File: config.mk
export PLATFORM = sky130hd
export DESIGN_NAME = ula_sequencer
export DESIGN_NICKNAME = d
export VERILOG_FILES = /design/src/rtl/ula_sequencer.sv
export SDC_FILE = /design/constraint.sdc
export NUM_CORES = 1
export LEC_CHECK = 0
export ABC_AREA = 1
export BUFFER_PORTS_ARGS = -buffer_cell sky130_fd_sc_hd__buf_2
export CAP_MARGIN = 20
export CORE_MARGIN = 2
export CORE_UTILIZATION = 55
export DETAILED_ROUTE_END_ITERATION = 6
export GPL_TIMING_DRIVEN = 0
export PLACE_DENSITY_LB_ADDON = 0.2
export SLEW_MARGIN = 15
export SYNTH_ARGS = -nofsm -noshare
export SYNTH_HDL_FRONTEND = slang
export SYNTH_SLANG_ARGS = --single-unit
export TNS_END_PERCENT = 50
File: constraint.sdc
create_clock -name clk -period 1.51 [get_ports clk]
set_input_delay 0.0755 -clock clk [delete_from_list [all_inputs] [get_ports clk]]
set_output_delay 0.0755 -clock clk [all_outputs]
set_load 0.02 [all_outputs]
File: src/rtl/ula_sequencer.sv
// ---------------------------------------------------------------------------
// ula_sequencer
//   Single-issue instruction sequencer driving an external combinational ULA.
//   It holds a 4x8 register file and moves through IDLE -> ISSUE -> DONE for
//   ALU operations, or IDLE -> DONE for LOADI and invalid opcodes.
//
//   Instruction word: [15:12] op, [11:10] rd, [9:8] rs1, [7:6] rs2,
//                     [7:0] imm (LOADI only).
//
//   Ports
//     clk, rst_n        clock, synchronous active-low reset
//     in_valid/in_instr instruction offered by the source
//     in_ready          high only in IDLE; the source must hold until accepted
//     ula_operation     opcode to ULA (0 outside ISSUE)
//     operand1/2        ULA operands (0 outside ISSUE; operand2=0 for NOT)
//     ula_result/flags  combinational ULA outputs, captured at end of ISSUE
//     done              one-cycle completion pulse (DONE state)
//     err               sticky error, cleared on the next accept
//     flags_q           flags from the last executed ULA operation
//     dbg_sel/dbg_data  combinational register-file read port
//
//   Build option
//     ULA_SEQ_DIV0_TRAP_EN : DIV/MOD whose rs2 value is zero is not issued;
//                            err is raised and nothing is written back.
// ---------------------------------------------------------------------------
module ula_sequencer (
    input  logic        clk,
    input  logic        rst_n,
    input  logic        in_valid,
    input  logic [15:0] in_instr,
    output logic        in_ready,
    output logic [3:0]  ula_operation,
    output logic [7:0]  operand1,
    output logic [7:0]  operand2,
    input  logic [7:0]  ula_result,
    input  logic [7:0]  ula_flags,
    output logic        done,
    output logic        err,
    output logic [7:0]  flags_q,
    input  logic [1:0]  dbg_sel,
    output logic [7:0]  dbg_data
);

    localparam int unsigned DATA_W = 8;
    localparam int unsigned OP_W   = 4;
    localparam int unsigned IDX_W  = 2;
    localparam int unsigned REG_N  = 4;

    localparam logic [OP_W-1:0] OP_LOADI = 4'b0000;
    localparam logic [OP_W-1:0] OP_DIV   = 4'b0100;
    localparam logic [OP_W-1:0] OP_MOD   = 4'b0101;
    localparam logic [OP_W-1:0] OP_NOT   = 4'b1001;

    typedef enum logic [1:0] {
        S_IDLE  = 2'd0,
        S_ISSUE = 2'd1,
        S_DONE  = 2'd2
    } state_e;

    state_e                  state_q, state_d;
    logic [OP_W-1:0]         op_q, op_d;
    logic [IDX_W-1:0]        rd_q, rd_d;
    logic [DATA_W-1:0]       opa_q, opa_d;
    logic [DATA_W-1:0]       opb_q, opb_d;
    logic                    err_q, err_d;
    logic [DATA_W-1:0]       flags_d;
    logic [DATA_W-1:0]       rf_q [REG_N];
    logic [DATA_W-1:0]       rf_d [REG_N];

    // Instruction field decode
    logic [OP_W-1:0]         instr_op_c;
    logic [IDX_W-1:0]        instr_rd_c;
    logic [IDX_W-1:0]        instr_rs1_c;
    logic [IDX_W-1:0]        instr_rs2_c;
    logic [DATA_W-1:0]       instr_imm_c;
    logic [DATA_W-1:0]       rs1_val_c;
    logic [DATA_W-1:0]       rs2_val_c;
    logic                    div0_trap_c;

    assign instr_op_c  = in_instr[15:12];
    assign instr_rd_c  = in_instr[11:10];
    assign instr_rs1_c = in_instr[9:8];
    assign instr_rs2_c = in_instr[7:6];
    assign instr_imm_c = in_instr[7:0];
    assign rs1_val_c   = rf_q[instr_rs1_c];
    assign rs2_val_c   = rf_q[instr_rs2_c];

    // Divide-by-zero trap qualifier (constant 0 when the trap is not built)
`ifdef ULA_SEQ_DIV0_TRAP_EN
    assign div0_trap_c = ((instr_op_c == OP_DIV) || (instr_op_c == OP_MOD)) &&
                         (rs2_val_c == DATA_W'(0));
`else
    assign div0_trap_c = 1'b0;
`endif

    // Next-state and datapath update
    always_comb begin
        state_d = state_q;
        op_d    = op_q;
        rd_d    = rd_q;
        opa_d   = opa_q;
        opb_d   = opb_q;
        err_d   = err_q;
        flags_d = flags_q;
        for (int i = 0; i < REG_N; i++) begin
            rf_d[i] = rf_q[i];
        end

        case (state_q)
            S_IDLE: begin
                if (in_valid) begin
                    // Accept: error from the previous instruction is dropped first
                    err_d = 1'b0;
                    op_d  = instr_op_c;
                    rd_d  = instr_rd_c;
                    opa_d = rs1_val_c;
                    // NOT is unary; its second operand is forced to zero
                    opb_d = (instr_op_c == OP_NOT) ? DATA_W'(0) : rs2_val_c;
                    if (instr_op_c == OP_LOADI) begin
                        rf_d[instr_rd_c] = instr_imm_c;
                        state_d          = S_DONE;
                    end else if (instr_op_c <= OP_NOT) begin
                        if (div0_trap_c) begin
                            err_d   = 1'b1;
                            state_d = S_DONE;
                        end else begin
                            state_d = S_ISSUE;
                        end
                    end else begin
                        err_d   = 1'b1;
                        state_d = S_DONE;
                    end
                end
            end
            S_ISSUE: begin
                rf_d[rd_q] = ula_result;
                flags_d    = ula_flags;
                state_d    = S_DONE;
            end
            S_DONE: begin
                state_d = S_IDLE;
            end
            default: begin
                state_d = S_IDLE;
            end
        endcase
    end

    // State and datapath registers
    always_ff @(posedge clk) begin
        if (!rst_n) begin
            state_q <= S_IDLE;
            op_q    <= OP_LOADI;
            rd_q    <= IDX_W'(0);
            opa_q   <= DATA_W'(0);
            opb_q   <= DATA_W'(0);
            err_q   <= 1'b0;
            flags_q <= DATA_W'(0);
            for (int i = 0; i < REG_N; i++) begin
                rf_q[i] <= DATA_W'(0);
            end
        end else begin
            state_q <= state_d;
            op_q    <= op_d;
            rd_q    <= rd_d;
            opa_q   <= opa_d;
            opb_q   <= opb_d;
            err_q   <= err_d;
            flags_q <= flags_d;
            for (int i = 0; i < REG_N; i++) begin
                rf_q[i] <= rf_d[i];
            end
        end
    end

    // ULA drive: latched operation only while in ISSUE, quiet otherwise
    always_comb begin
        ula_operation = OP_LOADI;
        operand1      = DATA_W'(0);
        operand2      = DATA_W'(0);
        if (state_q == S_ISSUE) begin
            ula_operation = op_q;
            operand1      = opa_q;
            operand2      = opb_q;
        end
    end

    // Status decoded directly from state register
    assign in_ready = (state_q == S_IDLE);
    assign done     = (state_q == S_DONE);
    assign err      = err_q;
    assign dbg_data = rf_q[dbg_sel];

endmodule

# After elaboration in Yosys (flattened, before gate mapping)
# Memories as Yosys holds them, arrays and structs flattened. A register that Yosys moved wholly into a read port is not among the register bits.
# Cells that the tools add are included.
# classes
mux	25
eq_ne	4
n_bitwise	6
n_reduce_logical	6
n_lt_le_gt_ge	5
# ops
op	count
2-to-1 mux 8 bit	9
bitwise mux 32 bit	2
2-to-1 mux 32 bit	2
one-hot mux 32 bit (2 select lines)	1
demux 8 bit (select 2 bit)	2
>= comparator 3 bit, second input constant	2
less-than comparator 3 x 1 -> 1 bit, second input constant	2
2-to-1 mux 2 bit	3
NOT 2 -> 3 bit	2
equality test 4 bit, second input constant	1
<= comparator 4 bit, second input constant	1
logical NOT 4 bit	1
2-to-1 mux 1 bit	4
2-to-1 mux 4 bit	1
bitwise OR 1 bit	4
one-hot mux 2 bit (2 select lines)	1
equality test 2 x 1 -> 1 bit, second input constant	1
equality test 2 bit, second input constant	1
logical AND 1 bit	2
logical NOT 2 bit	1
inequality test 2 bit, second input constant	1
AND reduction 2 bit	1
logical NOT 1 bit	1
# word_totals
ram_bits	32
n_memories	1
ff_bits	25
output_inout_bits	39
input_bits	37
word_cells	53
# memory_table
name	depth	width	read_ports	rd_clocked_by_memory_dff	write_ports	line	text
rf_q	4	8	7	1	4	67	logic [DATA_W-1:0] rf_q [REG_N];

# Longest topological paths before layout
# Gate-level depths: netlist of run 1.
# depth
word_depth	10
ltp_mapped	10
ltp_nobuf	8

# Worst setup path before layout of run 1
# No wires, ideal clock.
# synth_timing
path_type	register to register
start	reg state_q[1]
end	reg opb_q[4]
path_stages_with_launch	7
n_path_buf	2
required_time_ps	1378
synth_period_minus_slack_ps	1438
arrival_ps	1305
setup_time_ps	132
slack_ps	72
cell_sequence	dfxtp_1 -> nor2_1 -> nand2_1 -> buf_2 -> buf_2 -> nand2_1 -> a21oi_1
# synth_between
elab_chain_cells	2
# synth_lines
element	line	text
start, declared	60	state_e state_q, state_d;
start signal, assigned	163	state_q <= state_d;
logical NOT 2 bit	--	
via in_ready	31	output logic in_ready,
AND reduction 2 bit (no line)	--	
end signal, assigned	167	opb_q <= opb_d;
end, declared	64	logic [DATA_W-1:0] opb_q, opb_d;
# The timed path passes the listed nets, and every way through them passes these cells.
# A chain may end at the register's enable or synchronous reset.

# Worst setup path in the final report of run 1
# layout_timing
start	reg state_q[1]
end	out operand1[5]
# layout_between
elab_chain_cells	2
# layout_lines
element	line	text
equality test 2 x 1 -> 1 bit	181	if (state_q == S_ISSUE) begin
2-to-1 mux 8 bit	181	
end, declared	33	output logic [7:0] operand1,
# No other way between the ends.

==> results of run 1 <==
-- worst max-delay path, stage by stage, from the launching register on --
cell and delay, ns:
dfxtp_4 0.37, inv_4 0.08, nand2_8 0.08, buf_8 0.16
buf_12 0.15, nor2_2 0.10, buf_4 0.15
-- through the flow --
step | hold slack (ns) | util | area [µm²]
after global placement | 0.325 | 0.644 | 4400
after floorplan | 0.240 | - | 3930
after detailed placement | 0.344 | 0.644 | 4400
after CTS | 0.0332 | 0.703 | 4800
after global routing | 0.0645 | 0.742 | 5070
final | 0.0422 | 0.742 | 5070
-- report_power, final --
part	switching [mW]	leakage, nW	internal (mW)
Clock	0.716	0.103	0.935
Combinational	0.628	1.73	0.333
Sequential	0.0594	0.531	1.80
-- flip-flops by register name (all words and copies together), names as in the netlist --
register  flops
rf_q         32
flags_q       8
opa_q         8
opb_q         8
op_q          4
rd_q          2
state_q       2
err           1
-- routing by layer --
metal,vias to the layer above,track usage,part of all wire,wire length (µm)
met5,-,0,0,0
met4,0,0.165,0.046,588
met3,52,0.0597,0.077,991
met2,245,0.556,0.47,6060
met1,2137,0.405,0.40,5160
li1,2313,-,-,-
-- final cells by class --
| type | count | area [µm²] |
|---|---|---|
| buffer | 38 | 243 |
| clock buffer | 10 | 128 |
| clock inverter | 6 | 92.6 |
| fill | 585 | 1760 |
| inverter | 74 | 280 |
| multi-input combinational | 482 | 2310 |
| sequential | 65 | 1310 |
| tap | 96 | 120 |
| timing repair buffer | 87 | 582 |
-- cell usage in the layout (no fill, tap or decap), drive strengths merged --
cell         Yosys  layout
bufinv           0       2
a21oi           64      64
a211oi           1       1
dfxtp           65      65
dlygate4sd3      0       8
nand2          133     133
nor3             2       2
clkinvlp         0       2
buf             21      99
nand3           60      60
inv             70      70
nand4            6       6
o211ai           8       8
o21ai           71      71
clkinv           4       6
nor2           137     137
clkbuf          19      28
-- worst min path at each step --
stage                 startpoint    endpoint  cells after the start
floorplan           ula_flags[0]  flags_q[0]                      2
CTS                 in_instr[13]     op_q[1]                      3
detailed placement  ula_flags[6]  flags_q[6]                      3
global placement    ula_flags[1]  flags_q[1]                      3
finish              in_instr[13]     op_q[1]                      3
global route        in_instr[13]     op_q[1]                      3
-- cells by family (layout without fill, tap and decap cells) --
group / count (synthesis) / after routing / share of synthesized area
AND/OR/NAND/NOR: 338 / 338 / 0.356
AO/OA/AOI/OAI: 144 / 144 / 0.190
buffers and inverters: 114 / 215 / 0.122
flip-flops: 65 / 65 / 0.332
-- what timing repair did --
| action | CTS | global route |
|---|---|---|
| setup buffers | 0 | 7 |
| resized for setup | 37 | 64 |
| gates cloned | 0 | 1 |
| pin swaps | 0 | 6 |
| hold endpoints to repair | 8 | 0 |
| setup endpoints to repair | 44 | 55 |
| hold buffers | 8 | 0 |
==> impl_metrics.py, run 1 <==
metrics = {
    "timing": {
        "hold_viol_final": 0,
        "rsz0062_at_grt": "yes",
        "setup_viol": 1,
        "timing.setup.tns_ns": -0.0104,
        "worst-slew-pin-transition_ns": 0.483,
        "fin_ws_ns": -0.0104,
        "slew_viol_final": 0,
        "timing.fmax_mhz": 658,
        "period_needed_ns": 1.52,
        "finalClockSkew_ns": 0.00874,
        "slew_headroom": 0.678,
        "fin_crit_sh": 1.01,
    },
    "clock_tree": {
        "cts_root_buffer": "clkbuf_8",
        "clock_latency_ns": 0.35,
        "cts_max_level": 3,
        "cts.sink_count": 65,
        "clk_pin_slew_ns": 0.08,
        "cts_tree": "done",
        "cts_buffers": 9,
        "cts_buffer_depth": 2,
    },
    "worst_setup_path": {
        "critPathCapture": "operand1[5]",
        "r2r_end": "rf_q[3][6]",
        "end_kind": "output pin",
        "worst-r2r-setup-slack_ns": 0.04,
        "worstPathRequired_ns": 1.43,
        "startpoint_type": "register",
        "crit_start": "state_q[1]",
        "crit_arrival_ns": 1.44,
        "reg2regPathDepth": 8,
        "path_class": "reg -> out",
        "path_max_fanout": 10,
        "r2r_start": "state_q[1]",
    },
    "pwr": {
        "power_density_nw_per_um2": 883,
        "irDropWorstVdd_mv": 0.590,
        "p_leak_nw": 2.37,
        "total_power_mw": 4.47,
    },
    "yosys": {
        "syn_inst": 661,
        "synth_most_common_cell": "nor2_1",
        "ys_top_cells_by_count": "134 x nor2_1, 121 x nand2_1, 71 x o21ai_0, 68 x inv_1, 65 x dfxtp_1",
        "yosys_warnings": 0,
        "syn_nets": 698,
        "ys_seq_area_frac": 0.332,
        "synth_top_area_frac": 0.332,
        "netlist_top_cells_area": "dfxtp_1 33%, nor2_1 13%, nand2_1 12%, o21ai_0 9.1%, a21oi_1 8.0%",
        "synth_area_per_cell_um2": 5.94,
        "syn_area_um2": 3930,
        "synth-edff-count": 0,
        "synth_top_cell_by_area": "dfxtp_1",
        "synth_seq_cells": 65,
        "ys_dominant_reg_cell": "dfxtp_1",
        "ys_types": 21,
        "async_flop_share": 0,
    },
    "route": {
        "firstDrtPassIters": 6,
        "num_vias": 4747,
        "drtIter0Drc": 472,
        "viasPerCell": 5.53,
        "drt_wl_total_um": 12800,
        "drtAntennaViolNets": 0,
        "drc": 0,
        "wire_per_inst_um": 14.9,
    },
    "placement": {
        "hpwl_um": 9180,
        "place_ws_ns": -0.145,
        "dpl.cell_count": 828,
        "portBuffers": 71,
        "gp_congestion": 0.941,
    },
    "finish": {
        "nets": 794,
        "n_antenna_cell": 0,
        "stdcell_count": 858,
        "drive_above_1_share": 0.203,
        "area_growth_pct": 29.1,
    },
    "min_path": {
        "worstHoldPathType": "in -> reg",
    },
    "global_routing": {
        "grt_max_degree": 13,
        "grt_pass1_vias": 4294,
        "grt_usage": 0.330,
        "antenna_found_initial": 0,
        "grt-ovfl-total": 0,
        "grt_pass1_wl_um": 19800,
    },
    "die": {
        "start_util": 0.575,
        "io_pins": 76,
        "die_h_um": 88.5,
        "dieWidth_um": 88.5,
        "dieArea_um2": 7830,
        "core_um2": 6830,
        "floorplan.rows": 30,
    },
    "outcome": {
        "status": "finished with violations",
        "failed_checks": "setup timing",
    },
    "job": {
        "drv_cap": 0,
    },
}
Power figures use the tool's default switching activity.
==> run 2: changes to the inputs <==
ABC_AREA = default   (was 1)
==> impl_metrics.py, run 2 <==
metrics = {
    "outcome": {
        "status": "finished with violations",
        "failed_checks": "setup timing",
    },
    "yosys": {
        "synth_top_cell_by_area": "dfxtp_1",
        "synth_top_area_frac": 0.360,
        "syn_area_um2": 3610,
        "syn_inst": 363,
        "ys_dominant_reg_cell": "dfxtp_1",
        "ys_seq_area_frac": 0.360,
        "netlist_top_cells_area": "dfxtp_1 36%, mux4_2 15%, a32oi_1 7.8%, a211oi_2 5.5%, nand2_1 4.7%",
        "synth_seq_cells": 65,
        "ys_types": 32,
        "yosys_warnings": 0,
        "synth-edff-count": 0,
        "syn_nets": 400,
        "ys_top_cells_by_count": "65 x dfxtp_1, 45 x nand2_1, 32 x a32oi_1, 31 x clkbuf_1",
        "synth_most_common_cell": "dfxtp_1",
        "synth_area_per_cell_um2": 9.95,
        "async_flop_share": 0,
    },
    "die": {
        "io_pins": 76,
        "dieArea_um2": 7230,
        "die_h_um": 85.0,
        "core_um2": 6350,
        "start_util": 0.569,
        "dieWidth_um": 85.0,
        "floorplan.rows": 29,
    },
    "clock_tree": {
        "clk_pin_slew_ns": 0.09,
        "cts_root_buffer": "clkbuf_8",
        "cts.sink_count": 65,
        "cts_max_level": 3,
        "cts_buffer_depth": 2,
        "cts_buffers": 9,
        "clock_latency_ns": 0.36,
        "cts_tree": "done",
    },
    "timing": {
        "fin_ws_ns": -0.0898,
        "fin_crit_sh": 1.06,
        "hold_viol_final": 0,
        "slew_viol_final": 0,
        "worst-slew-pin-transition_ns": 0.693,
        "timing.fmax_mhz": 625,
        "setup_viol": 39,
        "rsz0062_at_grt": "yes",
        "finalClockSkew_ns": 0.0153,
        "period_needed_ns": 1.60,
        "slew_headroom": 0.538,
    },
    "finish": {
        "final_common_cell": "dfxtp_1",
        "fill_cells": 436,
        "final_cell_mix": "62 x dfxtp_1, 50 x buf_2, 45 x nand2_1, 32 x a32oi_1, 27 x buf_6",
        "area_growth_pct": 34.5,
        "fin_util": 0.765,
        "n_antenna_cell": 0,
        "nets": 504,
        "stdcell_count": 549,
        "regArea_um2": 1310,
        "multi_input_area_um2": 2240,
        "design_area_um2": 4860,
        "largest_reg_flops": 32,
        "drive_above_1_share": 0.430,
        "top_register": "rf_q",
    },
    "placement": {
        "hpwl_um": 7600,
        "dpl.cell_count": 510,
        "gp_congestion": 0.913,
        "portBuffers": 70,
        "placed_area_um2": 4100,
        "place_ws_ns": -0.475,
    },
    "pwr": {
        "p_int_mw": 2.99,
        "irDropWorstVdd_mv": 0.797,
        "clkPwrFrac": 0.399,
        "power_frac_seq": 0.438,
        "p_sw_mw": 1.18,
        "sw_frac_of_total": 0.283,
        "power_density_nw_per_um2": 859,
        "p_leak_nw": 2.01,
        "total_power_mw": 4.17,
        "combinationalPowerShare": 0.163,
    },
    "global_routing": {
        "grt_pass1_vias": 3523,
        "met1_usage": 0.387,
        "use_met3": 0.0496,
        "grt_usage": 0.317,
        "grt_max_degree": 13,
        "use_met2": 0.543,
        "busiest_layer": "met2",
        "grt-ovfl-total": 0,
        "grt_pass1_wl_um": 17700,
        "antenna_found_initial": 0,
    },
    "worst_setup_path": {
        "worstPathRequired_ns": 1.75,
        "path_max_fanout": 9,
        "reg2regPathDepth": 7,
        "crit_arrival_ns": 1.84,
        "end_kind": "register",
        "startpoint_type": "register",
        "path_class": "reg -> reg",
    },
    "route": {
        "drtIter0Drc": 243,
        "drt_wl_total_um": 11900,
        "wire_per_inst_um": 21.7,
        "drtAntennaViolNets": 0,
        "num_vias": 3659,
        "firstDrtPassIters": 5,
        "drc": 0,
        "viasPerCell": 6.66,
    },
    "min_path": {
        "worstHoldPathType": "in -> reg",
        "whs_path_depth": 3,
    },
    "job": {
        "drv_cap": 0,
    },
}
## run 2: cell types whose count changed in the layout (fill, tap and decap cells not counted), sizes merged, moves of 32 or more
cell,previous run,this run
o21ai,71,17
inv,70,1
nor2,137,13
a32oi,0,32
nand3,60,0
nand2,133,45
a21oi,64,24
## run 2: worst max-delay path: stages (launching register included)
cell and delay, ns:
dfxtp_4 0.38, nor2b_4 0.22, buf_6 0.13, nor4b_4 0.04, buf_4 0.16, or2_1 0.22, buf_6 0.14, o211a_1 0.20
## run 2: through the flow
step                      hold WS, ns  setup TNS (ns)
after floorplan                 0.211           -2.23
after global placement          0.318          -20.56
after detailed placement        0.324          -22.62
after CTS                     0.00826          -0.279
after global routing           0.0208           -4.15
final                          0.0121           -1.89
## run 2: cell type report
type,instances,share of cell area
clock inverters,7,0.0196
repair buffers,98,0.154
multi-input cells,257,0.460
flip-flops and latches,65,0.270
clock buffers,9,0.0255
inverters,1,0.000773
well taps,77,0.0198
plain buffers,35,0.0497
## run 2: cells by family (layout without fill, tap and decap cells)
family          count (synthesis)  in the layout  share of synthesized area
flops                          65             65                      0.360
mux                            24             24                      0.150
compound gates                114            114                      0.253
simple gates                  119            119                      0.185
buf+inv                        41            150                     0.0523
## run 2: path summary, 6_finish.rpt
kind,startpoint,to,slack [ns]
worst min register to register,flags_q[3],flags_q[3],0.46
worst max register to register,state_q[0],rf_q[3][4],-0.09
worst min-delay path,in_instr[11],rd_q[1],0.01
worst max-delay path,state_q[0],rf_q[3][4],-0.09
## run 2: what timing repair did
action / 4_1_cts / 5_1_grt
resized for setup: 81 / 35
gates cloned: 0 / 2
pin swaps: 12 / 9
hold buffers: 9 / 0
endpoints found under the hold margin: 9 / 0
buffers inserted: 15 / 3
setup endpoints to repair: 84 / 70
## run 2: power groups by stage
stage	registers (mW)	clock network (mW)	logic [mW]
after CTS	1.82	1.66	0.634
after global routing	1.83	1.75	0.717
final	1.83	1.67	0.679
after detailed placement	1.86	0	0.567
after global placement	1.85	0	0.558
after floorplan	1.85	0	0.379
## run 2: metal layers
layer / routed length, µm / up-vias
met3: 996 / 49
met1: 4430 / 1741
met2: 6040 / 263
met4: 466 / 0
met5: 0 / -
li1: - / 1606
==> run 3: changes to the inputs <==
CORE_MARGIN = 5   (was 2)
GPL_ROUTABILITY_DRIVEN = 0   (was default)
clock period = 2 ns   (was 1.51 ns; I/O delays follow)
==> impl_metrics.py, run 3 (synthesis results as in run 2) <==
metrics = {
    "timing": {
        "slew_headroom": 0.514,
        "timing.fmax_mhz": 510,
        "setup_viol": 0,
        "fin_ws_ns": 0.0382,
        "worst-slew-pin-transition_ns": 0.729,
        "finalClockSkew_ns": 0.00676,
        "hold-worst-slack_ns": 0.0288,
        "period_needed_ns": 1.96,
        "fin_crit_sh": 0.981,
        "slew_viol_final": 0,
        "hold_viol_final": 0,
    },
    "finish": {
        "fill_cells": 549,
        "design_area_um2": 4390,
        "final_common_cell": "buf_2",
        "nets": 489,
        "final_cell_mix": "71 x buf_2, 64 x dfxtp_1, 45 x nand2_1, 32 x a32oi_1, 25 x clkbuf_1",
        "area_growth_pct": 21.6,
        "drive_above_1_share": 0.328,
        "top_register": "rf_q",
        "stdcell_count": 534,
        "largest_reg_flops": 32,
        "n_antenna_cell": 0,
    },
    "clock_tree": {
        "cts.sink_count": 65,
        "clock_latency_ns": 0.34,
        "cts_root_buffer": "clkbuf_8",
        "cts_buffers": 9,
        "cts_tree": "done",
        "cts_buffer_depth": 2,
        "cts_setup_buffers": 0,
        "clk_pin_slew_ns": 0.07,
        "cts_max_level": 3,
    },
    "placement": {
        "dpl.cell_count": 510,
        "hpwl_um": 7650,
        "portBuffers": 70,
        "placed_area_um2": 4060,
        "place_ws_ns": -0.00420,
    },
    "pwr": {
        "sw_frac_of_total": 0.270,
        "p_leak_nw": 1.82,
        "irDropWorstVdd_mv": 0.545,
        "power_density_nw_per_um2": 689,
        "combinationalPowerShare": 0.148,
        "p_sw_mw": 0.817,
        "power_frac_seq": 0.454,
        "clkPwrFrac": 0.398,
        "total_power_mw": 3.03,
        "p_int_mw": 2.21,
    },
    "worst_setup_path": {
        "path_max_fanout": 10,
        "worstPathCellList": "and4b_1, clkbuf_1, clkbuf_1, o21ai_0, o211a_1",
        "reg2regPathDepth": 5,
        "path_class": "reg -> reg",
        "cp_top_family": "buffers and inverters",
        "crit_path_top_delay_cell": "dfxtp_1",
        "crit_top_cell": "clkbuf_1",
        "startpoint_type": "register",
        "crit_cells": 5,
        "end_kind": "register",
        "critical-path-max-stage-delay_ns": 0.48,
        "worstPathRequired_ns": 2.24,
        "crit_arrival_ns": 2.20,
        "critPathBufInv": 2,
    },
    "die": {
        "core_um2": 6390,
        "start_util": 0.566,
        "floorplan.rows": 29,
        "dieArea_um2": 8290,
        "die_h_um": 91.0,
        "io_pins": 76,
        "dieWidth_um": 91.0,
    },
    "route": {
        "drtAntennaViolNets": 0,
        "drt_wl_total_um": 10500,
        "drtIter0Drc": 216,
        "viasPerCell": 6.34,
        "wire_per_inst_um": 19.6,
        "num_vias": 3388,
        "firstDrtPassIters": 5,
        "drc": 0,
    },
    "global_routing": {
        "grt-ovfl-total": 0,
        "grt_pass1_vias": 3226,
        "grt_pass1_wl_um": 16600,
        "grt_max_degree": 12,
        "antenna_found_initial": 0,
        "grt_usage": 0.251,
    },
    "job": {
        "drv_cap": 0,
    },
    "outcome": {
        "status": "complete, no violations",
    },
    "min_path": {
        "worstHoldPathType": "in -> reg",
        "whs_path_depth": 3,
    },
}
[run 3: cell type report]
class / count / area (µm²) / area share
Buffer: 40 / 200 / 0.0456
Clock buffer: 10 / 128 / 0.0291
Clock inverter: 6 / 82.6 / 0.0188
Inverter: 1 / 3.75 / 0.000854
Multi-Input combinational cell: 257 / 2150 / 0.489
Sequential cell: 65 / 1300 / 0.296
Tap cell: 77 / 96.3 / 0.0219
Timing Repair Buffer: 78 / 430 / 0.0980
[run 3: stage by stage]
step                utilization  setup TNS (ns)
CTS                       0.683         -0.0402
detailed placement        0.636        -0.00420
global placement          0.636               0
floorplan                     -               0
finish                    0.688               0
global route              0.688        -0.00504
[run 3: power groups by stage]
stage,Sequential (mW),Combinational (mW),Clock [mW]
after floorplan,1.40,0.278,0
after global placement,1.40,0.413,0
after detailed placement,1.40,0.419,0
after CTS,1.37,0.438,1.22
after global routing,1.38,0.481,1.28
final,1.37,0.448,1.21
[run 3: worst paths after layout]
check / from / to / slack, ns
worst min register to register: op_q[1] / op_q[1] / 0.45
worst min-delay path: in_instr[13] / op_q[1] / 0.03
worst max-delay path: rd_q[1] / rf_q[3][7] / 0.04
worst max register to register: rd_q[1] / rf_q[3][7] / 0.04
[run 3: per-layer routing]
metal / vias to the layer above / global-route usage / part of all wire
met3: 31 / 0.0446 / 0.082
li1: 1569 / - / -
met2: 191 / 0.392 / 0.47
met5: - / 0 / 0
met4: 0 / 0.152 / 0.042
met1: 1597 / 0.323 / 0.41
[run 3: repair_timing]
| action | 4_1_cts | 5_1_grt |
|---|---|---|
| endpoints found under the setup margin | 28 | 45 |
| hold buffers | 8 | 0 |
| endpoints found under the hold margin | 8 | 0 |
| gates resized for setup | 6 | 15 |
[run 3: worst min-delay path: stages]
cell,delay (ns)
buf_2,0.12
nand2_1,0.05
a21oi_1,0.05
